[src/rtl/bcd_time_keeper.sv]
//------------------------------------------------------------------------------
// Module : bcd_time_keeper
// Brief  : Packed-BCD hh:mm:ss counter with a one-second prescaler and
//          checked field loads.
// Rev    : 1.0 - initial release
//------------------------------------------------------------------------------
`default_nettype none

module bcd_time_keeper #(
  parameter int TICK_DIV = 50000000,
  parameter int CNT_W    = 26
) (
  input  logic       clk,
  input  logic       rst_n,
  input  logic       run_en,
  input  logic       set_en,
  input  logic       check_in,
  input  logic [2:0] h_m_s,
  input  logic [7:0] time_in,
  output logic [7:0] hours,
  output logic [7:0] minutes,
  output logic [7:0] seconds,
  output logic       sec_pulse,
  output logic       load_ack,
  output logic       load_err
);

  localparam logic [2:0]       c_sel_hours   = 3'b011;
  localparam logic [2:0]       c_sel_minutes = 3'b110;
  localparam logic [2:0]       c_sel_seconds = 3'b101;
  localparam logic [CNT_W-1:0] c_cnt_last    = CNT_W'(TICK_DIV - 1);

  logic [CNT_W-1:0] cnt_q, cnt_d;
  logic [7:0]       hours_q, hours_d;
  logic [7:0]       minutes_q, minutes_d;
  logic [7:0]       seconds_q, seconds_d;
  logic             sec_pulse_q, sec_pulse_d;
  logic             load_ack_q, load_ack_d;
  logic             load_err_q, load_err_d;

  logic w_tick, w_adv;
  logic w_is_h, w_is_m, w_is_s;
  logic w_bcd_ok, w_range_ok, w_valid;
  logic w_ld_h, w_ld_m, w_ld_s;
  logic w_sec_wrap, w_min_wrap;

  // Wraps to 8'h00 at the field's last value; callers detect the carry.
  function automatic logic [7:0] bcd_inc(input logic [7:0] v, input logic [7:0] last);
    if (v == last)
      return 8'h00;
    else if (v[3:0] == 4'h9)
      return {v[7:4] + 4'h1, 4'h0};
    else
      return {v[7:4], v[3:0] + 4'h1};
  endfunction

  always_comb begin
    w_tick = run_en && (cnt_q == c_cnt_last);

    w_is_h = (h_m_s == c_sel_hours);
    w_is_m = (h_m_s == c_sel_minutes);
    w_is_s = (h_m_s == c_sel_seconds);

    // Upstream flag is not trusted for BCD legality or range.
    w_bcd_ok   = (time_in[7:4] <= 4'h9) && (time_in[3:0] <= 4'h9);
    w_range_ok = (w_is_h && (time_in <= 8'h23)) ||
                 ((w_is_m || w_is_s) && (time_in <= 8'h59));
    w_valid    = check_in && w_bcd_ok && w_range_ok;

    w_ld_h = set_en && w_valid && w_is_h;
    w_ld_m = set_en && w_valid && w_is_m;
    w_ld_s = set_en && w_valid && w_is_s;

    // A seconds load swallows a coincident tick completely.
    w_adv      = w_tick && !w_ld_s;
    w_sec_wrap = (seconds_q == 8'h59);
    w_min_wrap = (minutes_q == 8'h59);

    cnt_d = cnt_q;
    if (run_en)
      cnt_d = w_tick ? '0 : cnt_q + CNT_W'(1);
    if (w_ld_s)
      cnt_d = '0;

    seconds_d = seconds_q;
    if (w_adv)
      seconds_d = bcd_inc(seconds_q, 8'h59);
    if (w_ld_s)
      seconds_d = time_in;

    minutes_d = minutes_q;
    if (w_adv && w_sec_wrap)
      minutes_d = bcd_inc(minutes_q, 8'h59);
    if (w_ld_m)
      minutes_d = time_in;

    hours_d = hours_q;
    if (w_adv && w_sec_wrap && w_min_wrap)
      hours_d = bcd_inc(hours_q, 8'h23);
    if (w_ld_h)
      hours_d = time_in;

    sec_pulse_d = w_adv;
    load_ack_d  = set_en && w_valid;
    load_err_d  = set_en && !w_valid;
  end

  always_ff @(posedge clk or negedge rst_n) begin
    if (!rst_n) begin
      cnt_q       <= '0;
      hours_q     <= 8'h00;
      minutes_q   <= 8'h00;
      seconds_q   <= 8'h00;
      sec_pulse_q <= 1'b0;
      load_ack_q  <= 1'b0;
      load_err_q  <= 1'b0;
    end else begin
      cnt_q       <= cnt_d;
      hours_q     <= hours_d;
      minutes_q   <= minutes_d;
      seconds_q   <= seconds_d;
      sec_pulse_q <= sec_pulse_d;
      load_ack_q  <= load_ack_d;
      load_err_q  <= load_err_d;
    end
  end

  assign hours     = hours_q;
  assign minutes   = minutes_q;
  assign seconds   = seconds_q;
  assign sec_pulse = sec_pulse_q;
  assign load_ack  = load_ack_q;
  assign load_err  = load_err_q;

endmodule

`default_nettype wire

[config.mk]
export PLATFORM = sky130hd
export DESIGN_NAME = bcd_time_keeper
export DESIGN_NICKNAME = d
export VERILOG_FILES = /design/src/rtl/bcd_time_keeper.sv
export SDC_FILE = /design/constraint.sdc
export NUM_CORES = 1
export LEC_CHECK = 0
export CAP_MARGIN = 20
export CORE_MARGIN = 4
export CORE_UTILIZATION = 40
export CTS_BUF_LIST = sky130_fd_sc_hd__clkbuf_2 sky130_fd_sc_hd__clkbuf_4 sky130_fd_sc_hd__clkbuf_8
export DETAILED_ROUTE_END_ITERATION = 6
export SETUP_SLACK_MARGIN = 0.02
export SLEW_MARGIN = 10
export SYNTH_ARGS = -nofsm -noshare
export SYNTH_HDL_FRONTEND = slang
export SYNTH_SLANG_ARGS = --single-unit
export TNS_END_PERCENT = 10
[constraint.sdc]
create_clock -name clk -period 4.1 [get_ports clk]
set_clock_uncertainty 0.2 [all_clocks]
set_input_delay 0.82 -clock clk [delete_from_list [all_inputs] [get_ports clk]]
set_output_delay 0.82 -clock clk [all_outputs]
set_load 0.01 [all_outputs]
# == Word level (Yosys, flattened, before mapping) ==
# Index checks and enable logic that the tools add are counted.
# op_classes
n_reduce_logical,28
n_addsub,7
mux,15
eq_ne,10
magnitude_cmp,4
# op_table
op,n
$mux 8,12
$mux 26,3
$add 26x1->26 const B,1
$eq 26x26->1 const B,1
$add 4x1->4 const B,6
$eq 8x7->1 const B,2
$logic_and 1x1->1,14
$eq 4x4->1 const B,3
$reduce_bool 3->1,3
$eq 8x6->1 const B,1
$le 4x4->1 const B,2
$le 8x6->1 const B,1
$le 8x7->1 const B,1
$reduce_bool 2->1,4
$eq 3x3->1 const B,2
$reduce_and 2->1,3
$eq 3x2->1 const B,1
$logic_not 1->1,2
$logic_or 1x1->1,2
# totals
word_cells,74
inputBits,16
reg_bits,53

# == Longest topological paths before layout ==
# Gate-level depths: netlist of the first run.
# logic_depth
ltp_word,13
ltp_mapped,9
ltp_nobuf,8

# == Worst setup path before layout of the first run ==
# No wires, ideal clock.
# synth_path
path_type,flip-flop to flip-flop
start,register cnt_q[10]
end,"register hours_q[7], in the netlist hours[7]"
arrival_ns,2.319
slack_ns,1.447
stages_incl_launch_ff,7
synth_period_minus_slack_ns,2.653
path_buffers,0
path_cell_list,dfrtp_1 > or4_4 > or3_4 > or4_4 > a2111oi_4 > xnor2_1 > nor2_2
# synth_via
elab_chain_cells,7
# synth_lines
element,line_no,rtl
from (decl),33,"logic [CNT_W-1:0] cnt_q, cnt_d;"
from (signal assigned),118,cnt_q <= cnt_d;
$eq 26x26->1,58,w_tick = run_en && (cnt_q == c_cnt_last);
$logic_and 1x1->1,58,
$logic_and 1x1->1,75,w_adv = w_tick && !w_ld_s;
$logic_and 1x1->1 (2 in a row),98,if (w_adv && w_sec_wrap && w_min_wrap)
$reduce_bool 2->1 (no source line),--,
$reduce_and 2->1 (no source line),--,
to (signal assigned),119,hours_q <= hours_d;
to (decl),34,"logic [7:0] hours_q, hours_d;"
# Every way passes these cells.
# A chain may end at the register's enable or synchronous reset.

# == Final worst setup path of the first run ==
# layout_path
start,input port h_m_s[1]
end,register cnt_q[14]
# layout_via
elab_chain_cells,8
# layout_lines
element,line_no,rtl
from (decl),18,"input logic [2:0] h_m_s,"
"$eq 3x3->1, on equally long branches","61, 62",
$logic_or 1x1->1,67,((w_is_m || w_is_s) && (time_in <= 8'h59));
$logic_and 1x1->1,67,
$logic_or 1x1->1,66,w_range_ok = (w_is_h && (time_in <= 8'h23)) ||
$logic_and 1x1->1,68,w_valid = check_in && w_bcd_ok && w_range_ok;
$logic_and 1x1->1,72,w_ld_s = set_en && w_valid && w_is_s;
$logic_and 1x1->1 *,72,
$mux 26 or $reduce_bool 2->1 (tied branches),--,
# Every way passes the cells marked *; elsewhere a longest branch is shown, timed or not.

==> results.toml, run 1 <==
[setup_path]
cp_top_family = "compound AO/OA/AOI/OAI gates"
crit_arrival_ps = 3200
cpMostUsedCell = "a21oi_1"
crit_fanout = 12
slowest_stage = "clkdlybuf4s50_1"
endpoint_kind = "register"
path_class = "in2reg"
required_ps = 4140
r2r-start = "cnt_q[10]"
r2r_slack_ps = 1250
r2r-end = "minutes[7]"
start_kind = "input pin"
cp_cell_sequence = "clkdlybuf4s50_1 -> xnor2_1 -> o31ai_1 -> o21a_1 -> a21oi_1 -> buf_4 -> or4_1 -> a21oi_1"
max_stage_delay_ps = 580
r2r_cells = 6
timing.critical_path.buf_inv = 2

[power_and_ir_drop]
power_leakage_nw = 1.538
vdd_drop_max_v = 0.0001424
power.density_nw_per_um2 = 328.5

[global_route]
grt_util_all_layers_pct = 17.42
grt_first_pass_wirelength_um = 13900
antenna_found_initial = 0
grt_max_degree = 35
grt_overflow = 0
grt_pass1_vias = 2807

[sta]
fin_crit_sh_pct = 77.16
worst_pin_slew_ps = 868.7
max_slew_margin_pct = 42.03
fmax_mhz = 316.1
setup_violations = 0
hold_viol = 0
rsz0062_at_grt = "false"
period_minus_slack_ps = 3163
drv_slew = 0
tns_ps = 0

[flow_run]
drv_cap = 0

[drt]
wl_um = 8373
avgRoutedWirePerCell_um = 16.10
num_vias = 2914
first_pass_iters = 4
drt_iter0_markers = 152
viasPerCell = 5.604
ant_nets = 0
drc = 0

[synth]
synth_edf_count = 0
yosysWarningCount = 0
synth_top_area_cell = "dfrtp_1"
synthesis.area_um2 = 3313
ys_seq_area_share_pct = 40.03
syn-num-nets = 400
ys_types = 55
synth_ff_type = "dfrtp_1"
ys_async_sr_fraction_pct = 100.0
netlist.area_leader.share_pct = 40.03
ys_seq_elements = 53
synth.area.top_cells = "dfrtp_1, nor2_1, ha_1"
syn_area_per_cell_um2 = 8.883
synth_cells = 373

[floorplan]
std_cell_rows = 32
initial_core_util_pct = 42.01
die-height_um = 99.01
core_um2 = 7888
chipWidth_um = 99.01
die-area_um2 = 9803
ioPinCount = 43

[final_layout]
fin_util_pct = 49.95
final_cells = 520
drive_gt1_share_pct = 7.416
fin_nets = 444
diodes = 0
area_growth_pct = 18.92

[placed_design]
dpl.hpwl_um = 6282
port_buffers = 42
place_inst = 512
place_congestion = 0.8224

[clock_network]
cts_tree = "built"
cts_setup_buffers = 0
cts_made_buffers = 5
ctsResizeCount = 0
cts.path.max_buffers = 2
cts-root-buf = "clkbuf_8"
worst_skew_pair.late_latency_ps = 300
clk_pin_slew_ps = 90
cts_sinks = 53
hold_buffers = 0
htree_levels = 2

[hold_path]
worst_hold_path.num_cells = 2
hold_class = "reg2reg"
holdPathEnd = "cnt_q[5]"
hold_start = "cnt_q[5]"

[outcome]
status = "finished clean"
-- layout by cell type (no fill, tap or decap), types with 2 or more instances in the layout --
| master | count |
|---|---|
| inv_1 | 15 |
| nand3b_1 | 6 |
| ha_1 | 11 |
| buf_4 | 6 |
| dfrtp_1 | 53 |
| nand2_1 | 34 |
| nand4_1 | 8 |
| or4_4 | 2 |
| clkbuf_4 | 3 |
| o21ai_1 | 2 |
| and2_1 | 3 |
| o31ai_1 | 12 |
| a2111oi_4 | 2 |
| xor2_1 | 5 |
| clkdlybuf4s50_1 | 41 |
| nor2_1 | 48 |
| a31oi_1 | 11 |
| clkbuf_8 | 5 |
| o21a_1 | 4 |
| nand3_1 | 18 |
| mux2i_1 | 4 |
| xnor2_1 | 13 |
| and3b_1 | 3 |
| a211oi_1 | 4 |
| a31o_2 | 2 |
| or4_1 | 12 |
| nand2b_1 | 4 |
| o2111ai_1 | 2 |
| nand4b_1 | 4 |
| o21ai_0 | 13 |
| a21oi_1 | 27 |
| nor3_1 | 4 |
| and3_1 | 3 |
| or3_1 | 11 |
| and4_1 | 2 |
-- state kept, by name, indices dropped and copies added (netlist names) --
name       count
cnt_q         26
hours          8
load_ack       1
load_err       1
minutes        8
sec_pulse      1
seconds        8
-- final cells by class --
class                   count  area (µm²)
flip-flops and latches     53        1326
fillers                   790        3948
multi-input cells         294        1878
clock buffers               8       91.34
repair buffers             48       460.4
inverters                  15       56.30
well taps                 102       127.6
-- worst max-delay path by stage --
stage | start | slack, ps | end | cells after the start
4_1_cts | h_m_s[1] | 970 | cnt_q[14] | 8
2_1_floorplan | cnt_q[10] | 1450 | hours[7] | 6
5_1_grt | h_m_s[1] | 810 | cnt_q[12] | 8
3_5_place_dp | h_m_s[1] | 650 | cnt_q[14] | 8
3_3_place_gp | time_in[3] | 700 | hours[1] | 8
6_report | h_m_s[1] | 940 | cnt_q[14] | 8
-- synth_stat cells, drive strengths merged (4+ instances only) --
| master | n |
|---|---|
| nor2 | 49 |
| o31ai | 12 |
| o21ai | 15 |
| ha | 11 |
| nand3b | 6 |
| mux2i | 4 |
| clkbuf | 8 |
| o21a | 4 |
| xnor2 | 13 |
| nand4b | 4 |
| inv | 15 |
| a31oi | 11 |
| nor3 | 5 |
| nand2 | 35 |
| dfrtp | 53 |
| nand2b | 4 |
| or3 | 12 |
| nand4 | 8 |
| nand3 | 18 |
| xor2 | 5 |
| or4 | 15 |
| a21oi | 27 |
| a211oi | 4 |
-- through the flow --
step                      setup slack [ps]  hold slack, ps  total power, W  instance area, µm²
after detailed placement             654.7           339.0        0.001003                3849
after CTS                            965.6           357.3        0.001316                3940
after global placement               704.0           321.4       0.0009949                3849
final                                936.6           347.0        0.001294                3940
after global routing                 807.6           398.8        0.001390                3940
after floorplan                       1447           297.1       0.0008521                3313
-- tightest hold or removal path: stages, from the launching register on --
cell and delay [ps]:
dfrtp_1 370, xor2_1 70, nor2_1 70
-- where the power goes --
| part | leakage (nW) | internal [W] | switching [W] | total (W) |
|---|---|---|---|---|
| combinational | 0.802 | 0.000157 | 0.000143 | 0.000300 |
| sequential | 0.686 | 0.000596 | 0.0000925 | 0.000689 |
| clock | 0.0498 | 0.000142 | 0.000164 | 0.000305 |
| total | 1.54 | 0.000895 | 0.000399 | 0.00129 |
-- metal layers --
layer	GRT usage (%)	routed length (µm)	share of wire (%)
met1	24.27	4013	48
met2	28.51	3986	48
met3	3.185	319	3.8
met4	3.256	54	0.64
met5	0	0	0
-- logic make-up (layout without fill, tap and decap cells) --
logic type      Yosys count  count (layout)  share of synthesized area, %
mux                       4               4                         1.209
simple gates            176             176                         29.04
compound gates           85              85                         17.52
xor+xnor                 18              18                         4.758
fa+ha+maj                11              11                         4.154
flops                    53              53                         40.03
buf+inv                  26              71                         3.285
Note: power is estimated with default switching activity, not from simulation.
==> run 2, diff against run 1 <==
Clock period 4.1 ns to 3.3 ns, I/O delays scaled along.
==> results.toml, run 2 (synthesized netlist as in run 1, its figures left out) <==
[setup_path]
crit_arrival_ps = 2910
endpoint_kind = "register"
slowest_stage = "or4_4"
timing.critical_path.buf_inv = 0
cp_cell_sequence = "or4_4 -> or3_4 -> nor3_4 -> o211ai_4 -> or4_1 -> a21oi_1"
start_kind = "register"
required_ps = 3340
cp_top_family = "simple AND/OR/NAND/NOR gates"
max_stage_delay_ps = 560
crit_fanout = 8
path_class = "reg2reg"

[global_route]
antenna_found_initial = 0
grt_pass1_vias = 2828
grt_overflow = 0
grt_max_degree = 28
grt_first_pass_wirelength_um = 14500
grt_util_all_layers_pct = 17.96

[clock_network]
worst_skew_pair.late_latency_ps = 310
cts_sinks = 53
hold_buffers = 0
htree_levels = 2
cts-root-buf = "clkbuf_8"
clk_pin_slew_ps = 100
cts_tree = "built"
ctsResizeCount = 0
cts_setup_buffers = 0
cts.path.max_buffers = 2
cts_made_buffers = 5

[floorplan]
std_cell_rows = 32
die-height_um = 99.01
chipWidth_um = 99.01
die-area_um2 = 9803
ioPinCount = 43
core_um2 = 7888
initial_core_util_pct = 42.01

[sta]
hold_viol = 0
worst_pin_slew_ps = 645.1
period_minus_slack_ps = 2866
rsz0062_at_grt = "false"
setup_violations = 0
drv_slew = 0
tns_ps = 0
max_slew_margin_pct = 56.87
fmax_mhz = 348.9
fin_crit_sh_pct = 86.85

[drt]
wl_um = 8606
first_pass_iters = 4
viasPerCell = 5.617
num_vias = 2988
drc = 0
drt_iter0_markers = 118
ant_nets = 0
avgRoutedWirePerCell_um = 16.18

[final_layout]
final.fill_count = 783
area_growth_pct = 21.49
multi_input_comb_area_um2 = 1878
mostFrequentLayoutCells = "dfrtp_1, nor2_1, clkdlybuf4s50_1, nand2_1, a21oi_1"
fin_nets = 456
layout_commonest_cell = "dfrtp_1"
diodes = 0
drive_gt1_share_pct = 10.00
largest-register = "cnt_q"
design_area_um2 = 4025
largest_reg_flops = 26
seq_area_um2 = 1326

[power_and_ir_drop]
power_leakage_nw = 1.594
vdd_drop_max_v = 0.0001720
power.density_nw_per_um2 = 401.2

[placed_design]
dpl.hpwl_um = 6568
place_congestion = 0.8325
port_buffers = 42
placement.cell_area_um2 = 3939

[outcome]
status = "finished clean"

[hold_path]
hold_class = "in2async"

[flow_run]
drv_cap = 0
## run 2: changes by cell type in the layout (fill, tap and decap cells not counted)
cell      previous run  this run
buf_4                6        18
clkbuf_4             3         1
clkinv_2             0         2
## run 2: worst paths after layout
kind	startpoint	end	slack, ps	depth (start not counted)
setup / recovery	cnt_q[10]	minutes[7]	430	6
hold reg to reg	cnt_q[5]	cnt_q[5]	350	2
hold / removal	rst_n	load_err	170	1
setup reg to reg	cnt_q[10]	minutes[7]	430	6
max in group asynchronous	rst_n	cnt_q[16]	2070	2
min in group clk	cnt_q[5]	cnt_q[5]	350	2
## run 2: final cells by class
type,instances,area share (%)
inverters,15,1.399
clock inverters,2,0.2487
repair buffers,60,13.68
flip-flops and latches,53,32.95
clock buffers,6,1.896
multi-input cells,294,46.66
well taps,102,3.171
## run 2: worst register-to-register path, cell delays in order, from the launching register on
cell and delay (ps):
dfrtp_1 440, or4_4 560, or3_4 380, nor3_4 390, o211ai_4 180, or4_1 490
a21oi_1 160
## run 2: stage by stage
step	setup slack (ps)	power (W)	instances	util (%)	hold WS (ps)
after global routing	265.5	0.001718	532	51.03	211.0
after CTS	426.0	0.001625	532	51.03	183.7
after detailed placement	167.6	0.001257	524	49.94	332.1
final	434.0	0.001615	532	51.03	168.8
after floorplan	647.1	0.001059	373	-	164.4
after global placement	121.2	0.001246	524	49.94	321.9
## run 2: power breakdown
part / total, W / internal [W] / switching, W
logic: 0.000383 / 0.000201 / 0.000182
clock network: 0.000372 / 0.000156 / 0.000215
registers: 0.000860 / 0.000741 / 0.000119
## run 2: metal layers
| metal | track usage, % | vias to the layer above | routed length (µm) |
|---|---|---|---|
| li1 | - | 1477 | - |
| met1 | 25.24 | 1443 | 4079 |
| met2 | 28.93 | 56 | 4041 |
| met3 | 2.689 | 12 | 333 |
| met4 | 4.727 | 0 | 152 |
| met5 | 0 | - | 0 |
